$ cat src/rtl/light_pattern_seq.sv
// LED pattern sequencer: walk-left, walk-right, bounce and fill animations
// with programmable step length, pass count and pause/resume control.
module light_pattern_seq #(
    parameter int unsigned N_LEDS      = 4,
    parameter int unsigned STEP_CYCLES = 1,
    parameter int unsigned LOOPS       = 2
) (
    input  logic              clk,
    input  logic              reset,
    input  logic              start,
    input  logic              play,
    input  logic [1:0]        mode,
    output logic [N_LEDS-1:0] leds,
    output logic              busy,
    output logic              paused,
    output logic              done
);

    localparam int unsigned TW = (STEP_CYCLES > 1) ? $clog2(STEP_CYCLES) : 1;
    localparam int unsigned SW = $clog2(2 * N_LEDS);
    localparam int unsigned PW = (LOOPS > 0) ? $clog2(LOOPS + 1) : 1;

    localparam logic [TW-1:0] TIMER_LAST  = TW'(STEP_CYCLES - 1);
    localparam logic [SW-1:0] LINE_LAST   = SW'(N_LEDS - 1);
    localparam logic [SW-1:0] BOUNCE_LAST = SW'(2 * N_LEDS - 3);
    localparam logic [SW-1:0] BOUNCE_TURN = SW'(2 * N_LEDS - 2);
    localparam logic [PW-1:0] PASS_LAST   = PW'((LOOPS > 0) ? (LOOPS - 1) : 0);

    localparam logic [1:0] S_IDLE  = 2'd0;
    localparam logic [1:0] S_RUN   = 2'd1;
    localparam logic [1:0] S_PAUSE = 2'd2;

    localparam logic [1:0] M_LEFT   = 2'd0;
    localparam logic [1:0] M_RIGHT  = 2'd1;
    localparam logic [1:0] M_BOUNCE = 2'd2;
    localparam logic [1:0] M_FILL   = 2'd3;

    logic [1:0]        state, state_nxt;
    logic [TW-1:0]     timer, timer_nxt;
    logic [SW-1:0]     step, step_nxt;
    logic [PW-1:0]     pass, pass_nxt;
    logic [1:0]        mode_q, mode_nxt;
    logic [N_LEDS-1:0] leds_nxt;
    logic              busy_nxt, paused_nxt, done_nxt;
    logic [SW-1:0]     step_last;
    logic              finish;

    // LED image for animation m at step index k
    function automatic logic [N_LEDS-1:0] pattern(input logic [1:0] m, input logic [SW-1:0] k);
        logic [SW-1:0]     pos;
        logic [N_LEDS-1:0] ones;
        ones = '1;
        pos  = k;
        case (m)
            M_RIGHT:  pos = LINE_LAST - k;
            M_BOUNCE: if (k > LINE_LAST) pos = BOUNCE_TURN - k;
            default:  pos = k;
        endcase
        if (m == M_FILL) pattern = ones >> (LINE_LAST - k);
        else             pattern = N_LEDS'(1) << pos;
    endfunction

    always_comb begin
        state_nxt  = state;
        timer_nxt  = timer;
        step_nxt   = step;
        pass_nxt   = pass;
        mode_nxt   = mode_q;
        leds_nxt   = leds;
        busy_nxt   = busy;
        paused_nxt = paused;
        done_nxt   = 1'b0;
        finish     = 1'b0;
        step_last  = (mode_q == M_BOUNCE) ? BOUNCE_LAST : LINE_LAST;

        // start wins over play in every state and restarts from scratch
        if (start) begin
            state_nxt  = S_RUN;
            mode_nxt   = mode;
            timer_nxt  = '0;
            step_nxt   = '0;
            pass_nxt   = '0;
            leds_nxt   = pattern(mode, '0);
            busy_nxt   = 1'b1;
            paused_nxt = 1'b0;
        end else begin
            case (state)
                S_RUN: begin
                    // the pausing edge still counts, so each step keeps exactly STEP_CYCLES running cycles
                    if (timer == TIMER_LAST) begin
                        timer_nxt = '0;
                        if (step == step_last) begin
                            step_nxt = '0;
                            if (LOOPS != 0) begin
                                if (pass == PASS_LAST) finish = 1'b1;
                                else                   pass_nxt = pass + 1'b1;
                            end
                        end else begin
                            step_nxt = step + 1'b1;
                        end
                        leds_nxt = pattern(mode_q, step_nxt);
                    end else begin
                        timer_nxt = timer + 1'b1;
                    end

                    if (finish) begin
                        state_nxt  = S_IDLE;
                        timer_nxt  = '0;
                        step_nxt   = '0;
                        pass_nxt   = '0;
                        leds_nxt   = '0;
                        busy_nxt   = 1'b0;
                        paused_nxt = 1'b0;
                        done_nxt   = 1'b1;
                    end else if (play) begin
                        state_nxt  = S_PAUSE;
                        paused_nxt = 1'b1;
                    end
                end
                S_PAUSE: begin
                    if (play) begin
                        state_nxt  = S_RUN;
                        paused_nxt = 1'b0;
                    end
                end
                default: begin
                    state_nxt  = S_IDLE;
                    leds_nxt   = '0;
                    busy_nxt   = 1'b0;
                    paused_nxt = 1'b0;
                end
            endcase
        end
    end

    always_ff @(posedge clk) begin
        if (reset) begin
            state  <= S_IDLE;
            timer  <= '0;
            step   <= '0;
            pass   <= '0;
            mode_q <= '0;
            leds   <= '0;
            busy   <= 1'b0;
            paused <= 1'b0;
            done   <= 1'b0;
        end else begin
            state  <= state_nxt;
            timer  <= timer_nxt;
            step   <= step_nxt;
            pass   <= pass_nxt;
            mode_q <= mode_nxt;
            leds   <= leds_nxt;
            busy   <= busy_nxt;
            paused <= paused_nxt;
            done   <= done_nxt;
        end
    end

endmodule

$ cat config.mk
export PLATFORM = sky130hd
export DESIGN_NAME = light_pattern_seq
export DESIGN_NICKNAME = d
export VERILOG_FILES = /design/src/rtl/light_pattern_seq.sv
export SDC_FILE = /design/constraint.sdc
export NUM_CORES = 1
export LEC_CHECK = 0
export ABC_AREA = 1
export BUFFER_PORTS_ARGS = -buffer_cell sky130_fd_sc_hd__buf_2
export CAP_MARGIN = 20
export CORE_UTILIZATION = 30
export DETAILED_ROUTE_END_ITERATION = 8
export SETUP_SLACK_MARGIN = 0.2
export SYNTH_ARGS = -nofsm -noshare
export SYNTH_HDL_FRONTEND = slang
export SYNTH_SLANG_ARGS = --single-unit
$ cat constraint.sdc
create_clock -name clk -period 2.5 [get_ports clk]
set_clock_uncertainty 0.1 [all_clocks]
set_input_delay 0.5 -clock clk [delete_from_list [all_inputs] [get_ports clk]]
set_output_delay 0.5 -clock clk [all_outputs]
set_load 0.02 [all_outputs]
### Word level (Yosys, flattened, before mapping)

Cells that the tools add are included.

* flip-flop bits (word level): 17
* input port bits: 6

* add/subtract/negate cells: 5
* order comparisons: 1
* eq/ne operators: 18
* shift-type cells: 3
* muxes and demuxes: 44
* bitwise gates (word level): 1
* reductions and logical operators: 9

Operators with widths (number)
* two-way mux 3 bit: 12
* two-way mux 4 bit: 5
* two-way mux 2 bit: 8
* two-way mux 1 bit: 14
* AND reduction 2 bit: 5
* != test 3 bit (second input constant): 3
* equality test 2 x 1 -> 1 bit (second input constant): 4
* equality test 2 bit (second input constant): 4
* != test 4 bit (second input constant): 2
* case mux 4 bit (2 select lines): 1
* << shifter 1 x 3 -> 4 bit (first input constant): 2
* case mux 3 bit (2 select lines): 1
* != test 2 x 1 -> 1 bit (second input constant): 2
* != test 2 bit (second input constant): 2
* case mux 1 bit (2 select lines): 2
* case mux 2 bit (2 select lines): 1
* AND reduction 4 bit: 1
* >> shifter 4 x 3 -> 4 bit (first input constant): 1
* adder 3 x 1 -> 3 bit (second input constant): 1
* equality test 3 bit: 1
* greater-than comparator 3 x 2 -> 1 bit (second input constant): 1
* OR reduction 3 bit: 1
* subtractor 2 x 3 -> 3 bit (first input constant): 1
* subtractor 3 bit (first input constant): 1
* 5 further kinds: 5

### Longest topological paths before layout

Gate-level depths: netlist (run 1).

* depth after elaboration: 19
* depth in mapped cells: 20
* depth with buffers taken out: 20

### Worst setup path after synthesis (run 1)

OpenSTA, ideal clock, no wires.

* path kind: flip-flop to flip-flop
* from: reg mode_q[0]
* to: reg leds[0]
* arrival time: 1861 ps
* required time: 2291 ps
* setup slack: 430 ps
* stages on the path, launching flop included: 20
* clock period less this slack: 2070 ps
* cells stage by stage: dfxtp_1 inv_1 ha_1 inv_1 nand2_1 nand2_2 nand3_4 nand2_4 inv_1 ha_1 nand3_1 nand3_1 nand2_1 nand2_2 nand2_1 nand2_1 nand3_1 nand3_1 nand2_1 inv_1

* word-level cells in the longest chain between the ends: 19
* elaborated cells between the ends (all ways): 30
* those cells by class: add/sub (2); order compare (1); eq/ne (5); shift (2); mux (19); reduce/logical (1)

RTL lines
* start: declaration: RTL line 42 `logic [1:0] mode_q, mode_nxt;`
* start signal: assignment: RTL line 152 `mode_q <= mode_nxt;`
* equality test 2 bit: RTL line 54, 74
* two-way mux 3 bit: RTL line 74 `step_last = (mode_q == M_BOUNCE) ? BOUNCE_LAST : LINE_LAST;`
* equality test 3 bit: RTL line 92 `if (step == step_last) begin`
* two-way mux 3 bit: RTL line 92
* two-way mux 3 bit: RTL line 90 `if (timer == TIMER_LAST) begin`
* two-way mux 3 bit: RTL line 87 `case (state)`
* two-way mux 3 bit: RTL line 77 `if (start) begin`
* subtractor 3 bit / greater-than comparator 3 x 2 -> 1 bit (equally long branches): RTL line 56 `M_BOUNCE: if (k > LINE_LAST) pos = BOUNCE_TURN - k;`
* (+3 left out)
* two-way mux 3 bit: RTL line 87
* two-way mux 3 bit: RTL line 77
* << shifter 1 x 3 -> 4 bit: RTL line 60 `else pattern = N_LEDS'(1) << pos;`
* two-way mux 4 bit: RTL line 59 `if (m == M_FILL) pattern = ones >> (LINE_LAST - k);`
* two-way mux 4 bit: RTL line 90
* two-way mux 4 bit: RTL line 106 `if (finish) begin`
* case mux 4 bit (2 select lines): RTL line 87
* two-way mux 4 bit: RTL line 77
* end signal: assignment: RTL line 153 `leds <= leds_nxt;`
* end: declaration: RTL line 13 `output logic [N_LEDS-1:0] leds,`

Several ways; a longest one is shown, not always the timed one. The select of a mux whose other input is x is not followed.
A chain may end at the register's enable or synchronous reset.

### Worst setup path after layout (run 1)

Same ends and word-level chain as after synthesis.

==> impl_results.md, run 1 <==
* Result of the run: complete, no violations
* Number of synthesized register bits at 15
* Total nets after synthesis at roughly 140
* Crit path arrival time at ~2.3 ns
* Post-route antenna net violation count at 0
* Total Neg Setup Slack at 0 ns
* Worst-path fanout max at 4
* Max Buffers Root-to-Sink at 2
* Die Outline Area at about 3200 um2
* Category of the critical setup timing path: flop to flop
* Finish-stage setup viols at 0
* Length of the first detailed-routing pass in iterations at 4
* Standard-cell rows at 19
* Count of final hold-check violations at 0
* Summed instance area of the synthesized netlist at slightly below 900 um2
* Vias/cell at ~4.7
* Source-to-sink clock delay at the later pin of the worst-skew pair at 0.29 ns
* Layout cell share with drive strength beyond 1 at 24.5%
* Wire length of the first global-routing pass at roughly 3300 um
* Cell at the root of the clock tree: clkbuf_4
* Startpoint of the most critical setup path: mode_q[0]
* Count of hold buffers inserted by post-cts repair at 0
* Antenna fix cells at 0
* Startpoint types: flop
* Clock tree from TritonCTS: done
* Number of filler instances in the final layout at ~300
* Final #Nets at between 150 and 200
* Initial antenna violation count at 0
* Leakage power total at ~0.52 nW
* RSZ-0062 raised after global routing: false
* Number of max-slew violations in the final report at 0
* Num CTS Buffers at 3
* Reg-to-Reg Start: mode_q[0]
* Sequential-to-total area share from yosys stat at between 30% and 40%
* Min-delay src: play
* Peak ir drop on the vdd network at roughly 360 uV
* Count of synthesis-stage warnings from yosys at 0
* Initial drt markers at 25
* IO buf count at 12
* Overall overflow remaining after global route at 0
* Pin count of the biggest net entering global routing at 10
* Total power per unit cell area at between 400 and 500 nW/um2
* Starting density of the core at around a third
* Maximum Capacitance Violations at 0
* Overall global routing resource usage at 12.8%
* Kind of end point of the critical path: flop
* Wirelength, routed at between 1500 and 2000 um
* HPWL Detailed at 1470 um
* Achievable clock frequency at 471 MHz
* Per-instance average area after synthesis at about 7 um2
* Drc violations at 0
* Type of the tightest min-delay check: primary input to flop
* Core area at between 2000 and 3000 um2
* Floorplan die height at 56.5 um
* Unique cell type count in the Yosys netlist at 23
* Placer's final routability congestion estimate at about 0.85
* Syn Inst Count at 126
* Required @ worst endpoint at approximately 2.7 ns
* Routed wirelength normalized by instance count at 10.6 um
* Period utilization at a little over four fifths
* Overall power of the completed layout at approximately 0.5 mW
* Clock transition at the registers of the reported paths at 0.10 ns
* Post-synthesis to final-layout area growth at 20.1%
* Number of sinks handled by clock tree synthesis at 15
* Horiz. Die Dim at around 56 um
* Count of pins on the block boundary at 13
* Slew Limit Headroom at 70.6%
* Via count at 830
* Time the final worst path needs with I/O delays and setup at between 2 and 2.5 ns
* Via count of the first global-routing pass at between 700 and 800
* H-tree lvl count at 1
* Transition time at the pin with the least slew margin at between 0.4 and 0.5 ns
-- synth_stat cells (all sizes together) --
library cell / count / area (um2)
nand3: 9 / 57.6
nor2: 7 / 26.3
o211a: 1 / 10.0
inv: 27 / 101
o21ai: 19 / 98.8
a22oi: 1 / 7.51
nand2: 22 / 97.6
a31oi: 1 / 6.26
ha: 7 / 87.6
a21oi: 12 / 67.6
xor2: 1 / 8.76
clkbuf: 1 / 3.75
or2: 1 / 6.26
nor3: 1 / 5.00
dfxtp: 15 / 300
o22ai: 1 / 6.26
-- per-stage QoR --
stage | cell area, um2 | setup slack [ns] | instances | util (%) | hold slack [ns]
2_1_floorplan | 891 | 0.430 | 126 | - | 0.333
3_3_place_gp | 986 | 0.270 | 168 | 35.4 | 0.349
3_5_place_dp | 986 | 0.189 | 168 | 35.4 | 0.355
4_1_cts | 1020 | 0.216 | 173 | 36.8 | 0.307
5_1_grt | 1070 | 0.180 | 178 | 38.5 | 0.318
6_report | 1070 | 0.377 | 178 | 38.5 | 0.312
-- layout make-up --
class	instances	area [um2]	share of cell area, %
Clock buffer	3	22.5	2.11
Clock inverter	1	5.00	0.468
Inverter	27	101	9.47
Sequential cell	15	302	28.2
Tap cell	31	38.8	3.63
Multi-Input combinational cell	83	495	46.3
Timing Repair Buffer	18	105	9.82
-- path summary, 6_finish.rpt --
path	cells past startpoint	end	slack (ns)
worst max-delay path	20	leds[0]	0.38
worst min-delay path	2	state[1]	0.31
worst max register to register	20	leds[0]	0.38
worst min register to register	2	leds[1]	0.37
-- what timing repair did --
item,4_1_cts,5_1_grt
pin swaps,2,10
gates resized for setup,2,4
endpoints found under the setup margin,1,4
gates cloned,0,0
buffers inserted,1,5
-- sequential cells by signal (all words and copies together) (netlist names) --
signal	count
mode_q	2
pass	2
leds	4
state	2
done	1
step	3
busy	1
-- layout by cell type, fill, tap and decap left out --
master	n
a22oi_1	1
o211a_1	1
dfxtp_2	1
inv_2	2
clkbuf_4	3
inv_1	25
o21ai_0	12
nor2_1	7
xor2_1	1
a31oi_1	1
o21ai_2	1
nand2_2	4
nor3_1	1
clkinv_2	1
nand3_2	1
buf_4	6
o21ai_1	6
or2_1	1
o22ai_1	1
nand3_4	1
nand2_4	1
buf_2	12
nand3_1	7
nand2_1	17
dfxtp_1	14
ha_2	1
ha_1	6
a21oi_1	10
a21oi_2	2
-- worst max-delay path: stages (launching register included) --
cell	delay, ns
dfxtp_2	0.34
inv_1	0.05
ha_2	0.20
inv_2	0.05
nand2_1	0.06
nand2_2	0.09
nand3_4	0.09
nand2_4	0.07
inv_1	0.04
ha_1	0.18
inv_1	0.07
o21ai_1	0.08
o21ai_2	0.15
nand2_1	0.09
inv_1	0.06
nand2_1	0.04
nand2_1	0.07
nand3_2	0.06
nand3_1	0.09
nand2_1	0.05
inv_1	0.04
-- routing by layer --
layer | up-vias | track usage [%] | share of wire [%]
li1 | 447 | - | -
met5 | - | 0 | 0
met2 | 18 | 20.5 | 44
met4 | 0 | 2.09 | 0.80
met1 | 363 | 16.9 | 51
met3 | 2 | 4.15 | 4.3
-- kinds of logic (layout without fill, tap and decap cells) --
logic type / count (synthesis) / in the layout / synth area share, %
and+or+nand+nor: 40 / 40 / 21.6
xor gates and xnor gates: 1 / 1 / 0.983
DFF: 15 / 15 / 33.7
buffers and inverters: 28 / 49 / 11.8
adders and majority gates: 7 / 7 / 9.83
AOI/OAI and AO/OA: 35 / 35 / 22.1
-- where the power goes --
group	leakage [nW]	internal, mW	switching (mW)
sequential	0.123	0.249	0.00653
combinational	0.383	0.0412	0.0675
clock	0.0177	0.0594	0.0815
total	0.524	0.349	0.156
Power figures use the tool's default switching activity.
==> inputs of run 2 (changes only) <==
clock period = 1.79 ns   (was 2.5 ns; I/O delays follow)
==> run 2 against run 1 <==
Net effect: sequential power grew 40%; clock power grew 35%; worst hold slack lost 0.12 ns; the flow now finishes with violations (setup timing).
==> impl_results.md, run 2 (synthesized netlist as in run 1, its figures left out) <==
* Length of the first detailed-routing pass in iterations at 4
* Peak ir drop on the vdd network at between 400 and 500 uV
* Worst reg-to-reg setup slack at -0.17 ns
* Cell depth of the worst flop-to-flop path at 16
* H-tree lvl count at 1
* Post-synthesis to final-layout area growth at 38.3%
* Overall overflow remaining after global route at 0
* Slowest Stage Delay on Critical Path at between 0.3 and 0.4 ns
* Drc violations at 0
* Reg-to-Reg Start: mode_q[0]
* Final standard cell count with taps included and fillers excluded at ~190
* Flip-flop count of the largest register, all copies and words added at 4
* Achievable clock frequency at about 510 MHz
* Routed wirelength normalized by instance count at ~11 um
* Clock transition at the registers of the reported paths at about 0.09 ns
* Total power per unit cell area at between 600 and 700 nW/um2
* Max Buffers Root-to-Sink at 2
* Time the final worst path needs with I/O delays and setup at roughly 2 ns
* CP delay by family, top: simple AND/OR/NAND/NOR gates
* Type of the tightest min-delay check: primary input to flop
* Overall global routing resource usage at 14.7%
* Initial drt markers at 13
* CP Cell Sequence: inv_2, ha_4, inv_4, nand2_4, nand2_4, nand3_4, nand2_4, inv_4, ha_4, nand3_2, nand3_1, nand2_1, nand2_2, o21ai_1, nand3_1, a21oi_2
* Count of hold buffers inserted by post-cts repair at 0
* Startpoint of the most critical setup path: mode_q[0]
* Largest registers: leds: 4 flops, step: 3 flops
* Standard-cell rows at 19
* Result of the run: finished, violations left
* Placer's final routability congestion estimate at about 0.80
* Wirelength, routed at about 2200 um
* Antenna fix cells at 0
* Final #Nets at around 170
* Vias/cell at ~4.8
* P_int at approximately 0.52 mW
* Placed instance count at about 180
* Post-route antenna net violation count at 0
* Leakage power total at between 0.5 and 0.6 nW
* Relative contribution of sequential cells to total power at a little under half
* Starting density of the core at 32.0%
* Finish-stage setup viols at 4
* Sequential cell area at just over 300 um2
* Maximum Capacitance Violations at 0
* Category of the critical setup timing path: flop to flop
* Layout cell share with drive strength beyond 1 at ~38%
* Largest Register: leds
* Net switching share of the total power at a little under a third
* Leading cell types in the layout, fill and taps excluded: inv_1 (21), nand2_1 (16), dfxtp_1 (13)
* Startpoint types: flop
* Period utilization at 110%
* Cell at the root of the clock tree: clkbuf_4
* Via count at 911
* Depth of the worst hold-timing path at 2
* Violations in the final reports: setup timing
* Clock tree from TritonCTS: done
* Power share of the combinational group at roughly a quarter
* IO buf count at 12
* Number of filler instances in the final layout at between 200 and 300
* Horiz. Die Dim at between 50 and 60 um
* Sink of the worst hold path: state[1]
* Min-delay src: play
* Wire length of the first global-routing pass at about 3700 um
* Crit path arrival time at about 2.1 ns
* Num CTS Buffers at 3
* Core area at roughly 2800 um2
* RSZ-0062 raised after global routing: true
* Area occupied by multi-input gates at 563 um2
* Net switching power at around 0.23 mW
* Transition time at the pin with the least slew margin at 0.479 ns
* Power share of the clock group at 25.7%
* Worst path most repeated cell: nand2_4
* Kind of end point of the critical path: flop
* Fin Hold WS at approximately 0.19 ns
* Pin count of the biggest net entering global routing at 9
* HPWL Detailed at roughly 1600 um
* Via count of the first global-routing pass at ~900
* Setup ws final at -0.175 ns
* Source-to-sink clock delay at the later pin of the worst-skew pair at about 0.28 ns
* Most frequent standard cell in the layout excluding fill and tap cells: inv_1
* Worst-path fanout max at 4
* Count of final hold-check violations at 0
* Initial antenna violation count at 0
* Number of sinks handled by clock tree synthesis at 15
* Required @ worst endpoint at 1.91 ns
* Die Outline Area at 3190 um2
* Count of pins on the block boundary at 13
* Floorplan die height at 56.5 um
* Slew Limit Headroom at about 68%
* Number of max-slew violations in the final report at 0
* Worst reg2reg path endpoint: leds[3]
* Crit-path slowest cell: dfxtp_2
* Sum of buffers and inverters on the critical path at 3
==> run 2: metal layers <==
metal,track usage (%),wire [um]
met3,2.53,49
met4,8.36,55
met1,17.0,1020
met5,0,0
met2,25.4,1030
==> run 2: through the flow <==
stage	power, mW	instance area, um2	utilization, %	setup TNS, ns	worst slack [ns]
5_1_grt	0.797	1230	44.3	-1.36	-0.398
3_3_place_gp	0.528	1090	39.4	-0.446	-0.124
3_5_place_dp	0.533	1090	39.4	-0.695	-0.191
2_1_floorplan	0.474	917	-	-0.426	-0.121
6_report	0.745	1230	44.3	-0.601	-0.175
4_1_cts	0.732	1140	40.9	-0.593	-0.177
==> run 2: repair_timing <==
item,in CTS,in global routing
setup buffers,1,4
setup endpoints to repair,7,10
pin swaps,5,7
resized for setup,4,18
cloned,0,0
==> run 2: cell type report <==
cell class / instances / share of cell area (%)
Clock buffer: 4 / 2.13
Inverter: 27 / 8.63
Multi-Input combinational cell: 83 / 45.7
Sequential cell: 15 / 24.6
Tap cell: 31 / 3.15
Timing Repair Buffer: 28 / 15.8
==> run 2: worst max-delay path by stage <==
stage / end / slack, ns / depth (start not counted)
after floorplan: leds[0] / -0.12 / 20
after global placement: leds[0] / -0.12 / 20
after detailed placement: leds[0] / -0.19 / 20
after CTS: leds[3] / -0.18 / 16
after global routing: leds[0] / -0.40 / 20
final: leds[3] / -0.17 / 16
==> run 2: power by group through the flow <==
stage               Sequential, mW  Clock, mW  Combinational, mW
global placement             0.363          0              0.166
CTS                          0.356      0.200              0.176
global route                 0.358      0.217              0.223
finish                       0.356      0.191              0.198
floorplan                    0.372          0              0.102
detailed placement           0.363          0              0.170
